===== src/rtl/riscv_pkg.sv =====
// riscv_pkg: shared core constants and fetch state encodings
package riscv_pkg;
  localparam int XLEN = 32;
  localparam logic [XLEN-1:0] NOP_INSTR = 32'h0000_0013;
  localparam logic [1:0] S_REQ  = 2'd0;
  localparam logic [1:0] S_WAIT = 2'd1;
  localparam logic [1:0] S_HOLD = 2'd2;
  function automatic logic [XLEN-1:0] word_align(input logic [XLEN-1:0] a);
    return {a[XLEN-1:2], 2'b00};
  endfunction
endpackage


===== src/rtl/fetch_unit_if.sv =====
// fetch_unit_if: single-outstanding instruction memory request/response bus
interface fetch_unit_if;
  import riscv_pkg::*;
  logic            req_valid;
  logic            req_ready;
  logic [XLEN-1:0] req_addr;
  logic            resp_valid;
  logic [XLEN-1:0] resp_data;
  modport master (output req_valid, req_addr, input req_ready, resp_valid, resp_data);
  modport slave  (input req_valid, req_addr, output req_ready, resp_valid, resp_data);
endinterface


===== src/rtl/fetch_hold_buf.sv =====
// fetch_hold_buf: one-entry {pc, instr} buffer parking a response ID cannot take yet
module fetch_hold_buf import riscv_pkg::*; (
  input  logic            clk,
  input  logic            rst,
  input  logic            load,
  input  logic            clear,
  input  logic [XLEN-1:0] pc_in,
  input  logic [XLEN-1:0] instr_in,
  output logic            full,
  output logic [XLEN-1:0] pc_out,
  output logic [XLEN-1:0] instr_out
);
  logic            full_q, full_d;
  logic [XLEN-1:0] pc_q, pc_d, instr_q, instr_d;
  always_comb begin
    full_d  = load ? 1'b1 : (full_q && !clear);
    pc_d    = load ? pc_in : pc_q;
    instr_d = load ? instr_in : instr_q;
  end
  always_ff @(posedge clk or posedge rst) begin
    if (rst) begin
      full_q  <= 1'b0;
      pc_q    <= '0;
      instr_q <= '0;
    end else begin
      full_q  <= full_d;
      pc_q    <= pc_d;
      instr_q <= instr_d;
    end
  end
  assign full      = full_q;
  assign pc_out    = pc_q;
  assign instr_out = instr_q;
endmodule


===== src/rtl/fetch_unit.sv =====
// fetch_unit: owns the fetch PC, issues single-outstanding imem requests, fills IF/ID
module fetch_unit import riscv_pkg::*; #(
  parameter logic [XLEN-1:0] RESET_PC  = 32'h0000_0000,
  parameter logic [XLEN-1:0] NOP_INSTR = riscv_pkg::NOP_INSTR
) (
  input  logic            clk,
  input  logic            rst,
  input  logic            redirect_valid,
  input  logic [XLEN-1:0] redirect_pc,
  input  logic            stall,
  fetch_unit_if.master    imem,
  output logic            if_valid,
  output logic [XLEN-1:0] if_pc,
  output logic [XLEN-1:0] if_instr
);
  logic [1:0]      state_q, state_d;
  logic [XLEN-1:0] pc_q, pc_d, req_pc_q, req_pc_d;
  logic            drop_q, drop_d;
  logic            if_valid_q, if_valid_d;
  logic [XLEN-1:0] if_pc_q, if_pc_d, if_instr_q, if_instr_d;
  logic            hb_load, hb_clear, hb_full;
  logic [XLEN-1:0] hb_pc, hb_instr;
  logic            load_ok;
  assign load_ok = !if_valid_q || !stall;
  fetch_hold_buf u_hold (
    .clk       (clk),
    .rst       (rst),
    .load      (hb_load),
    .clear     (hb_clear),
    .pc_in     (req_pc_q),
    .instr_in  (imem.resp_data),
    .full      (hb_full),
    .pc_out    (hb_pc),
    .instr_out (hb_instr)
  );
  always_comb begin
    state_d    = state_q;
    pc_d       = pc_q;
    req_pc_d   = req_pc_q;
    drop_d     = drop_q;
    if_valid_d = stall ? if_valid_q : 1'b0;
    if_pc_d    = if_pc_q;
    if_instr_d = stall ? if_instr_q : NOP_INSTR;
    hb_load    = 1'b0;
    hb_clear   = 1'b0;
    if (redirect_valid) begin
      pc_d       = word_align(redirect_pc);
      if_valid_d = 1'b0;
      if_instr_d = NOP_INSTR;
      // An in-flight request whose response has not come yet must be swallowed later
      if (state_q == S_WAIT) begin
        state_d = imem.resp_valid ? S_REQ : S_WAIT;
        drop_d  = !imem.resp_valid;
      end else if (state_q == S_HOLD) begin
        hb_clear = 1'b1;
        state_d  = S_REQ;
      end
    end else begin
      case (state_q)
        S_REQ: if (imem.req_ready) begin
          req_pc_d = pc_q;
          state_d  = S_WAIT;
        end
        S_WAIT: if (imem.resp_valid) begin
          if (drop_q) begin
            drop_d  = 1'b0;
            state_d = S_REQ;
          end else begin
            pc_d = req_pc_q + XLEN'(4);
            if (load_ok) begin
              if_valid_d = 1'b1;
              if_pc_d    = req_pc_q;
              if_instr_d = imem.resp_data;
              state_d    = S_REQ;
            end else begin
              hb_load = 1'b1;
              state_d = S_HOLD;
            end
          end
        end
        S_HOLD: if (load_ok && hb_full) begin
          if_valid_d = 1'b1;
          if_pc_d    = hb_pc;
          if_instr_d = hb_instr;
          hb_clear   = 1'b1;
          state_d    = S_REQ;
        end
        default: state_d = S_REQ;
      endcase
    end
  end
  always_ff @(posedge clk or posedge rst) begin
    if (rst) begin
      state_q    <= S_REQ;
      pc_q       <= RESET_PC;
      req_pc_q   <= '0;
      drop_q     <= 1'b0;
      if_valid_q <= 1'b0;
      if_pc_q    <= '0;
      if_instr_q <= NOP_INSTR;
    end else begin
      state_q    <= state_d;
      pc_q       <= pc_d;
      req_pc_q   <= req_pc_d;
      drop_q     <= drop_d;
      if_valid_q <= if_valid_d;
      if_pc_q    <= if_pc_d;
      if_instr_q <= if_instr_d;
    end
  end
  assign imem.req_valid = (state_q == S_REQ) && !redirect_valid;
  assign imem.req_addr  = pc_q;
  assign if_valid       = if_valid_q;
  assign if_pc          = if_pc_q;
  assign if_instr       = if_instr_q;
endmodule


===== src/flat_wrapper.sv =====
// flat-port wrapper written by rule: the top's interface ports become plain ports
module fetch_unit_flat import riscv_pkg::*;
#(
  parameter logic [XLEN-1:0] RESET_PC  = 32'h0000_0000,
  parameter logic [XLEN-1:0] NOP_INSTR = riscv_pkg::NOP_INSTR
)
  (clk, rst, redirect_valid, redirect_pc, stall, if_valid, if_pc, if_instr, imem_req_valid, imem_req_addr, imem_req_ready, imem_resp_valid, imem_resp_data);
  fetch_unit_if imem_i ();
  input  logic clk;
  input  logic rst;
  input  logic redirect_valid;
  input  logic [XLEN-1:0] redirect_pc;
  input  logic stall;
  output logic if_valid;
  output logic [XLEN-1:0] if_pc;
  output logic [XLEN-1:0] if_instr;
  output wire logic [$bits(imem_i.req_valid)-1:0] imem_req_valid;
  output wire logic [$bits(imem_i.req_addr)-1:0] imem_req_addr;
  input wire logic [$bits(imem_i.req_ready)-1:0] imem_req_ready;
  input wire logic [$bits(imem_i.resp_valid)-1:0] imem_resp_valid;
  input wire logic [$bits(imem_i.resp_data)-1:0] imem_resp_data;
  assign imem_req_valid = imem_i.req_valid;
  assign imem_req_addr = imem_i.req_addr;
  assign imem_i.req_ready = imem_req_ready;
  assign imem_i.resp_valid = imem_resp_valid;
  assign imem_i.resp_data = imem_resp_data;
  fetch_unit #(.RESET_PC(RESET_PC), .NOP_INSTR(NOP_INSTR)) u_core (.clk(clk), .rst(rst), .redirect_valid(redirect_valid), .redirect_pc(redirect_pc), .stall(stall), .imem(imem_i), .if_valid(if_valid), .if_pc(if_pc), .if_instr(if_instr));
endmodule

===== config.mk =====
export PLATFORM = sky130hd
export DESIGN_NAME = fetch_unit_flat
export DESIGN_NICKNAME = d
export VERILOG_FILES = /design/src/rtl/riscv_pkg.sv /design/src/rtl/fetch_unit_if.sv /design/src/rtl/fetch_hold_buf.sv /design/src/rtl/fetch_unit.sv /design/src/flat_wrapper.sv
export SDC_FILE = /design/constraint.sdc
export NUM_CORES = 1
export LEC_CHECK = 0
export CAP_MARGIN = 5
export CELL_PAD_IN_SITES_DETAIL_PLACEMENT = 0
export CELL_PAD_IN_SITES_GLOBAL_PLACEMENT = 1
export CORE_MARGIN = 2
export CORE_UTILIZATION = 45
export CTS_BUF_LIST = sky130_fd_sc_hd__clkbuf_16
export CTS_CLUSTER_SIZE = 24
export DETAILED_ROUTE_END_ITERATION = 6
export PLACE_DENSITY = 0.91
export SLEW_MARGIN = 20
export SYNTH_ARGS = -nofsm -noshare
export SYNTH_HDL_FRONTEND = slang
export SYNTH_SLANG_ARGS = --single-unit

===== constraint.sdc =====
create_clock -name clk -period 19.3 [get_ports clk]
set_input_delay 2.895 -clock clk [delete_from_list [all_inputs] [get_ports clk]]
set_output_delay 2.895 -clock clk [all_outputs]
set_load 0.02 [all_outputs]

==> impl_metrics.env, run 1 <==
export IMPL_run_status="finished clean"
export IMPL_fp_coreArea_um2=20100
export IMPL_cts_htree_levels=4
export IMPL_clock_root_buffer="clkbuf_16"
export IMPL_cts_resized=0
export IMPL_numPortBuffers=165
export IMPL_drv_cap=0
export IMPL_clock_fmax_mhz=148
export IMPL_routed_wl_um=21500
export IMPL_grtUsageTotal=0.206
export IMPL_synthCells=789
export IMPL_post_cts_setup_buffers=0
export IMPL_ys_seq_elements=197
export IMPL_fin_ws_ps=12540
export IMPL_min_path_cells=1
export IMPL_place_gp_congestion=0.787
export IMPL_dpl_cell_area_um2=10900
export IMPL_drtIter0Drc=291
export IMPL_pin_count=168
export IMPL_rsz0062_at_grt="false"
export IMPL_rows=52
export IMPL_clock_latency_ps=430
export IMPL_critPathKind="input port to primary output"
export IMPL_ys_top_cells_by_area="dfrtp_1 (53%), mux2_2 (12%), mux2i_1 (4.2%), nor2_1 (3.2%), a21oi_2 (2.8%)"
export IMPL_required_ps=16410
export IMPL_layout_commonest_cell="dfrtp_1"
export IMPL_wl_met2_um=10200
export IMPL_met1_length_um=9530
export IMPL_hold_viol=0
export IMPL_dieArea_um2=21500
export IMPL_cts_sinks=197
export IMPL_post_route_period_util=0.350
export IMPL_routed_top_layer="met4"
export IMPL_fin_util=0.570
export IMPL_ctsHoldBuffers=0
export IMPL_cts_buffer_depth=2
export IMPL_cp_start_kind="input port"
export IMPL_setup_tns_ps=0
export IMPL_syn_avg_cell_area_um2=11.6
export IMPL_initial_core_util=0.454
export IMPL_drive_gt1_frac=0.193
export IMPL_die_h_um=146
export IMPL_critPathMaxFanout=4
export IMPL_synth_edff_count=0
export IMPL_clock_skew_final_ps=8.72
export IMPL_grt_max_degree=116
export IMPL_cts_made_buffers=17
export IMPL_grt_remaining_overflow=0
export IMPL_cts_tree="done"
export IMPL_crit_arrival_ps=3870
export IMPL_antenna_found_initial=0
export IMPL_tightest_slew_ps=1070
export IMPL_grt_pass1_wl_um=35400
export IMPL_ys_warnings_count=0
export IMPL_area_growth_pct=25.5
export IMPL_dp_slack_ps=12530
export IMPL_grt_pass1_vias=6757
export IMPL_power_density_nw_per_um2=119
export IMPL_vdd_drop_max_mv=0.0642
export IMPL_vias_per_cell=5.41
export IMPL_wl_per_cell_um=17.8
export IMPL_dp_hpwl_um=13800
export IMPL_synth_top_cell_by_area="dfrtp_1"
export IMPL_reg2reg_depth=7
export IMPL_synth_seq_area_share=0.540
export IMPL_netlist_area_um2=9140
export IMPL_vias=6533
export IMPL_dr_wl_met3_um=1570
export IMPL_fin_area_um2=11500
export IMPL_async_flop_share=1.00
export IMPL_slew_violations=0
export IMPL_finalSetupViolCount=0
export IMPL_dr_pass1_iters=4
export IMPL_clk_pin_slew_worst_paths_ps=70
export IMPL_power_total_mw=1.37
export IMPL_yosysTopAreaCellShare=0.531
export IMPL_drc=0
export IMPL_nets=999
export IMPL_slew_headroom=0.289
export IMPL_synthDistinctLibCells=47
export IMPL_syn_nets=863
export IMPL_diodes=0
export IMPL_ys_flop_type="dfrtp_1"
export IMPL_fin_crit_ps=6760
export IMPL_final_cell_mix="dfrtp_1 (194), clkdlybuf4s50_1 (164), mux2_2 (97)"
export IMPL_p_leak_nw=4.86
export IMPL_drtAntennaViolNets=0
export IMPL_crit_path_end_kind="primary output"
export IMPL_hold_path_class="register to register"
export IMPL_die_x_um=146
through the flow:
step | hold slack (ps) | std cells
floorplan | 478 | 789
global placement | 489 | 1176
detailed placement | 496 | 1176
CTS | 511 | 1208
global route | 520 | 1208
finish | 507 | 1208
logic make-up (layout without fill, tap and decap cells):
logic type / Yosys count / count (layout) / share of synthesized area
AND/OR/NAND/NOR: 198 / 198 / 0.0981
buffers and inverters: 70 / 219 / 0.0367
flip-flops: 197 / 197 / 0.540
multiplexers: 135 / 135 / 0.161
AO/OA/AOI/OAI: 160 / 160 / 0.135
XOR/XNOR: 25 / 25 / 0.0240
adder cells (fa/ha/maj): 4 / 4 / 0.00548
power breakdown:
part,internal (mW),switching [mW]
Combinational,0.212,0.233
Sequential,0.504,0.0955
Clock,0.166,0.159
cell type report:
type                            instances  area (um2)
Inverter                               11        48.8
Clock buffer                           17         425
Multi-Input combinational cell        522        3870
Clock inverter                         15         109
Timing Repair Buffer                  176        1740
Fill cell                            1733        8640
Tap cell                              270         338
Sequential cell                       197        4930
final timing paths:
check | startpoint | endpoint | slack (ps)
setup / recovery | redirect_valid | imem_req_valid | 12540
hold / removal | u_core.u_hold.pc_out[21] | u_core.u_hold.pc_out[21] | 510
setup reg to reg | u_core.state_q[1] | u_core.u_hold.instr_out[8] | 15280
hold reg to reg | u_core.u_hold.pc_out[21] | u_core.u_hold.pc_out[21] | 510
max in group asynchronous | rst | u_core.req_pc_q[13] | 15040
min in group asynchronous | rst | u_core.u_hold.instr_out[8] | 3020
cell usage after synthesis, drive strengths merged, types with 3 or more instances:
master	instances
ha	4
inv	10
nand4	13
buf	31
and4	6
o221ai	18
a22oi	29
a21oi	48
mux2	97
mux2i	38
xor2	17
and2	9
nand2	63
dfrtp	194
nor2	81
and3	7
clkbuf	28
o31ai	6
dfstp	3
o211ai	4
a31oi	3
xnor2	8
o21ai	19
a22o	29
nand3	11
state kept, by name (all words and copies together) (netlist names):
name                     flops
u_core.u_hold.pc_out        32
u_core.drop_q                1
u_core.state_q               2
u_core.u_hold.full           1
u_core.imem.req_addr        32
u_core.if_pc                32
u_core.if_valid              1
u_core.u_hold.instr_out     32
u_core.if_instr             32
u_core.req_pc_q             32
critical path: stages:
cell,delay (ps)
buf_4,130
nor2b_1,190
clkdlybuf4s50_1,650
per-layer routing:
metal / global-route usage / up-vias
met5: 0 / -
met2: 0.339 / 180
met1: 0.267 / 3240
met3: 0.0656 / 22
li1: - / 3091
met4: 0.0485 / 0
(Power assumes the default switching activity.)
==> run 2: changes to the inputs <==
Settings changed: CORE_UTILIZATION 45 to 42, PLACE_DENSITY 0.91 to 0.86.
Clock period 19.3 ns to 6.65 ns, I/O delays scaled along.
==> run 2 against run 1 <==
Against the previous run: critical path type is now input port to register; utilization fell by 2.5 points; global-route usage down 0.96 points; via count shrank 0.20%; total power rose to 3.0 times the previous value; count of clock-buffer cells in the layout stayed put; setup slack got worse by 9900 ps; first-iteration DRC count up 8.6%; register-to-register slack lost 12000 ps.
==> impl_metrics.env, run 2 (synthesis gave the netlist of run 1 again) <==
export IMPL_p_leak_nw=4.89
export IMPL_required_ps=6970
export IMPL_slowest_stage="nor2_4"
export IMPL_drtIter0Drc=316
export IMPL_routed_top_layer="met4"
export IMPL_vdd_drop_max_mv=0.181
export IMPL_fin_crit_ps=4020
export IMPL_r2r_start="u_core.state_q[1]"
export IMPL_wl_per_cell_um=18.1
export IMPL_clock_fmax_mhz=249
export IMPL_numPortBuffers=165
export IMPL_rr_endpoint="u_core.u_hold.pc_out[22]"
export IMPL_cts_resized=0
export IMPL_cp_start_kind="input port"
export IMPL_diodes=0
export IMPL_post_cts_setup_buffers=0
export IMPL_grt_max_degree=125
export IMPL_hold_path_class="register to register"
export IMPL_num_fill_cells=1864
export IMPL_switching_power_mw=1.41
export IMPL_final_cell_mix="dfrtp_1 (194), clkdlybuf4s50_1 (164), mux2_2 (97)"
export IMPL_slew_violations=0
export IMPL_grt_pass1_wl_um=34900
export IMPL_fp_coreArea_um2=21200
export IMPL_regArea_um2=4930
export IMPL_netSwitchingFraction=0.346
export IMPL_r2r_slack_ps=2890
export IMPL_cts_sinks=197
export IMPL_power_density_nw_per_um2=354
export IMPL_reg2reg_depth=7
export IMPL_critPathMaxFanout=35
export IMPL_wl_met2_um=10100
export IMPL_clock_skew_final_ps=11.3
export IMPL_clk_pin_slew_worst_paths_ps=70
export IMPL_die_h_um=151
export IMPL_internal_power_mw=2.67
export IMPL_rows=53
export IMPL_dp_hpwl_um=14000
export IMPL_initial_core_util=0.432
export IMPL_crit_arrival_ps=4340
export IMPL_post_route_period_util=0.605
export IMPL_grtUsageTotal=0.196
export IMPL_routed_wl_um=21900
export IMPL_pin_count=168
export IMPL_grt_pass1_vias=6559
export IMPL_drv_cap=0
export IMPL_dr_pass1_iters=4
export IMPL_nets=999
export IMPL_die_x_um=151
export IMPL_cts_htree_levels=4
export IMPL_drtAntennaViolNets=0
export IMPL_power_frac_seq=0.426
export IMPL_holdPathEnd="u_core.u_hold.pc_out[12]"
export IMPL_drc=0
export IMPL_path_cells="clkdlybuf4s50_1 -> and3b_2 -> nand2_1 -> nor2_4 -> buf_12 -> mux2_2"
export IMPL_drive_gt1_frac=0.192
export IMPL_ctsHoldBuffers=0
export IMPL_dieArea_um2=22900
export IMPL_fin_util=0.545
export IMPL_grt_remaining_overflow=0
export IMPL_min_path_cells=1
export IMPL_crit_path_end_kind="register"
export IMPL_met1_length_um=9800
export IMPL_vias_per_cell=5.38
export IMPL_max_stage_delay_ps=1000
export IMPL_power_total_mw=4.08
export IMPL_dr_wl_met3_um=1840
export IMPL_slew_headroom=0.331
export IMPL_setup_tns_ps=0
export IMPL_tightest_slew_ps=1000
export IMPL_finalSetupViolCount=0
export IMPL_vias=6520
export IMPL_layout_commonest_cell="dfrtp_1"
export IMPL_power_frac_clock=0.257
export IMPL_antenna_found_initial=0
export IMPL_run_status="finished clean"
export IMPL_clock_root_buffer="clkbuf_16"
export IMPL_cts_made_buffers=17
export IMPL_clock_latency_ps=430
export IMPL_critPathKind="input port to register"
export IMPL_place_gp_congestion=0.789
export IMPL_cts_buffer_depth=2
export IMPL_cts_tree="done"
export IMPL_area_growth_pct=26.2
export IMPL_rsz0062_at_grt="false"
export IMPL_hp_start="u_core.u_hold.pc_out[12]"
export IMPL_pwr_share_comb=0.318
export IMPL_hold_viol=0
export IMPL_multi_input_area_um2=3870
-- run 2: worst max-delay path by stage --
stage | start | slack (ps) | cells past startpoint | end
after floorplan | rst | 290 | 1 | u_core.drop_q
after global placement | imem_resp_valid | 2180 | 6 | u_core.u_hold.pc_out[6]
after detailed placement | imem_resp_valid | 2110 | 6 | u_core.u_hold.pc_out[3]
after CTS | imem_resp_valid | 2560 | 6 | u_core.u_hold.pc_out[3]
after global routing | imem_resp_valid | 2510 | 6 | u_core.u_hold.instr_out[16]
final | imem_resp_valid | 2630 | 6 | u_core.u_hold.pc_out[22]
-- run 2: layer usage --
metal / vias to the layer above / global-route usage
met5: - / 0
met4: 0 / 0.0481
met3: 14 / 0.0701
met2: 178 / 0.311
met1: 3243 / 0.259
li1: 3085 / -
-- run 2: power groups by stage --
| stage | combinational (mW) | clock [mW] | sequential (mW) |
|---|---|---|---|
| final | 1.30 | 1.05 | 1.74 |
| after global routing | 1.41 | 1.12 | 1.78 |
| after floorplan | 0.692 | 0 | 1.84 |
| after detailed placement | 1.31 | 0 | 1.75 |
| after global placement | 1.29 | 0 | 1.75 |
| after CTS | 1.31 | 1.07 | 1.73 |
-- run 2: worst max-delay path, delay by kind of cell --
kind | cells | cell delay, ps
multiplexers | 1 | 370
AND/OR/NAND/NOR | 3 | 2090
buffers and inverters | 2 | 850
-- run 2: area by class of cell --
| cell class | count | share of cell area |
|---|---|---|
| clock buffer | 17 | 0.0369 |
| clock inverter | 13 | 0.0137 |
| inverter | 11 | 0.00423 |
| multi-input combinational | 522 | 0.336 |
| sequential | 197 | 0.428 |
| tap | 275 | 0.0298 |
| timing repair buffer | 176 | 0.151 |
-- run 2: per-stage QoR --
stage	setup slack (ps)	instance area (um2)	std cells	hold WS, ps
after CTS	2560	11500	1211	511
after global routing	2510	11500	1211	519
after global placement	2180	10900	1181	489
after detailed placement	2110	10900	1181	496
after floorplan	289	9140	789	478
final	2630	11500	1211	505
==> variant (settings of run 1) <==
`pc_q` no longer has a reset.
--- a/src/rtl/fetch_hold_buf.sv
+++ b/src/rtl/fetch_hold_buf.sv
@@ -22,3 +22,2 @@
       full_q  <= 1'b0;
-      pc_q    <= '0;
       instr_q <= '0;
@@ -26,5 +25,8 @@
       full_q  <= full_d;
-      pc_q    <= pc_d;
       instr_q <= instr_d;
     end
+  end
+
+  always_ff @(posedge clk) begin
+    pc_q <= pc_d;
   end
Behaviour: same outputs for any inputs over 4 cycles, from zero or initial values and one cycle with rst high; that may be too few to reach the edited logic, so the function may still have changed.
==> variant against run 1 <==
Final cell count is 6.5% lower. Sequential cell count unchanged. Synthesized area fell by 5.3%. First-iteration DRC count rose by 19%. Final area fell by 3.6%. Hold slack got worse by 0.029 ns. Sequential share of layout area increased by 3.1 points. Total power up 3.3%. Worst setup slack got worse by 0.56 ns. Wire length fell by 5.1%. Register-to-register slack got worse by 0.48 ns. Global-route usage rose by 0.078 points. Non-clock buffer count decreased by 1.
==> variant: results <==
[grt]
met1_usage_pct = 27.97
grt_use_met2_pct = 34.31
grt_pass1_wl_mm = 32.62
grt_pass1_vias = 6027
grt_max_degree = 105
grt_util_met3_pct = 3.856

[placed_design]
post-place-ws_ns = 12.00
placed_area_um2 = 10470
routabilityCongestion = 0.7879

[final_layout]
nFillCells = 1591

[logic_synthesis]
yosysSeqAreaShare_pct = 58.89
synth_commonest_cells = "dfrtp_1 (162), nand2_1 (84), nor2_1 (61)"
ys_types = 56
syn_area_per_cell_um2 = 11.74
synth_xor_area_share_pct = 2.531
synthesis.nets = 811
async_flop_share_pct = 83.76
synth-edff-count = 32
synth_adder_area_share_pct = 0.5786
synth_compound_area_share_pct = 11.76
synthTopCellsByArea = "dfrtp_1 (47%), edfxtp_1 (11%), mux2_2 (4.3%)"

[setup_path]
r2r_slack_ns = 14.80
arrival_ns = 4.43
slowest_delay_ns = 0.62
cp_max_fo = 77
r2r_end = "u_core.u_hold.instr_out[26]"

[route]
wl_met1_mm = 9.224
wl_met2_mm = 10.17
initialDrtViolationCount = 345
drt_first_pass_iters = 6
vias = 6115

[timing]
skew_ns = 0.01288
whs_ns = 0.4778

[run_status]
status = "completed"

[hold_path]
hold_end = "u_core.if_instr[20]"
worstHoldPathCells = 2
[variant: changes by cell type after synthesis, moves of 18 or more]
cell      before  now
nor2_1        79   61
nand2_1       63   84
edfxtp_1       0   32
mux2_2        97   33
a22o_1        29    3
mux2_1         0   32
a21oi_1       19   49
dfrtp_1      194  162
a21oi_2       29    0
[variant: final cells by class]
type	instances	area, um2	share of cell area (%)
tap	234	292.8	2.649
multi-input combinational	482	3317	30.01
clock inverter	14	135.1	1.223
timing repair buffer	175	1722	15.58
sequential	197	5094	46.08
inverter	10	42.54	0.3849
clock buffer	18	450.4	4.075
[variant: worst max-delay path by stage]
stage,from,endpoint,cells past startpoint
after floorplan,rst,u_core.drop_q,1
after global placement,redirect_valid,imem_req_valid,4
after detailed placement,redirect_valid,imem_req_valid,4
after CTS,redirect_valid,imem_req_valid,4
after global routing,redirect_valid,imem_req_valid,4
final,redirect_valid,imem_req_valid,4
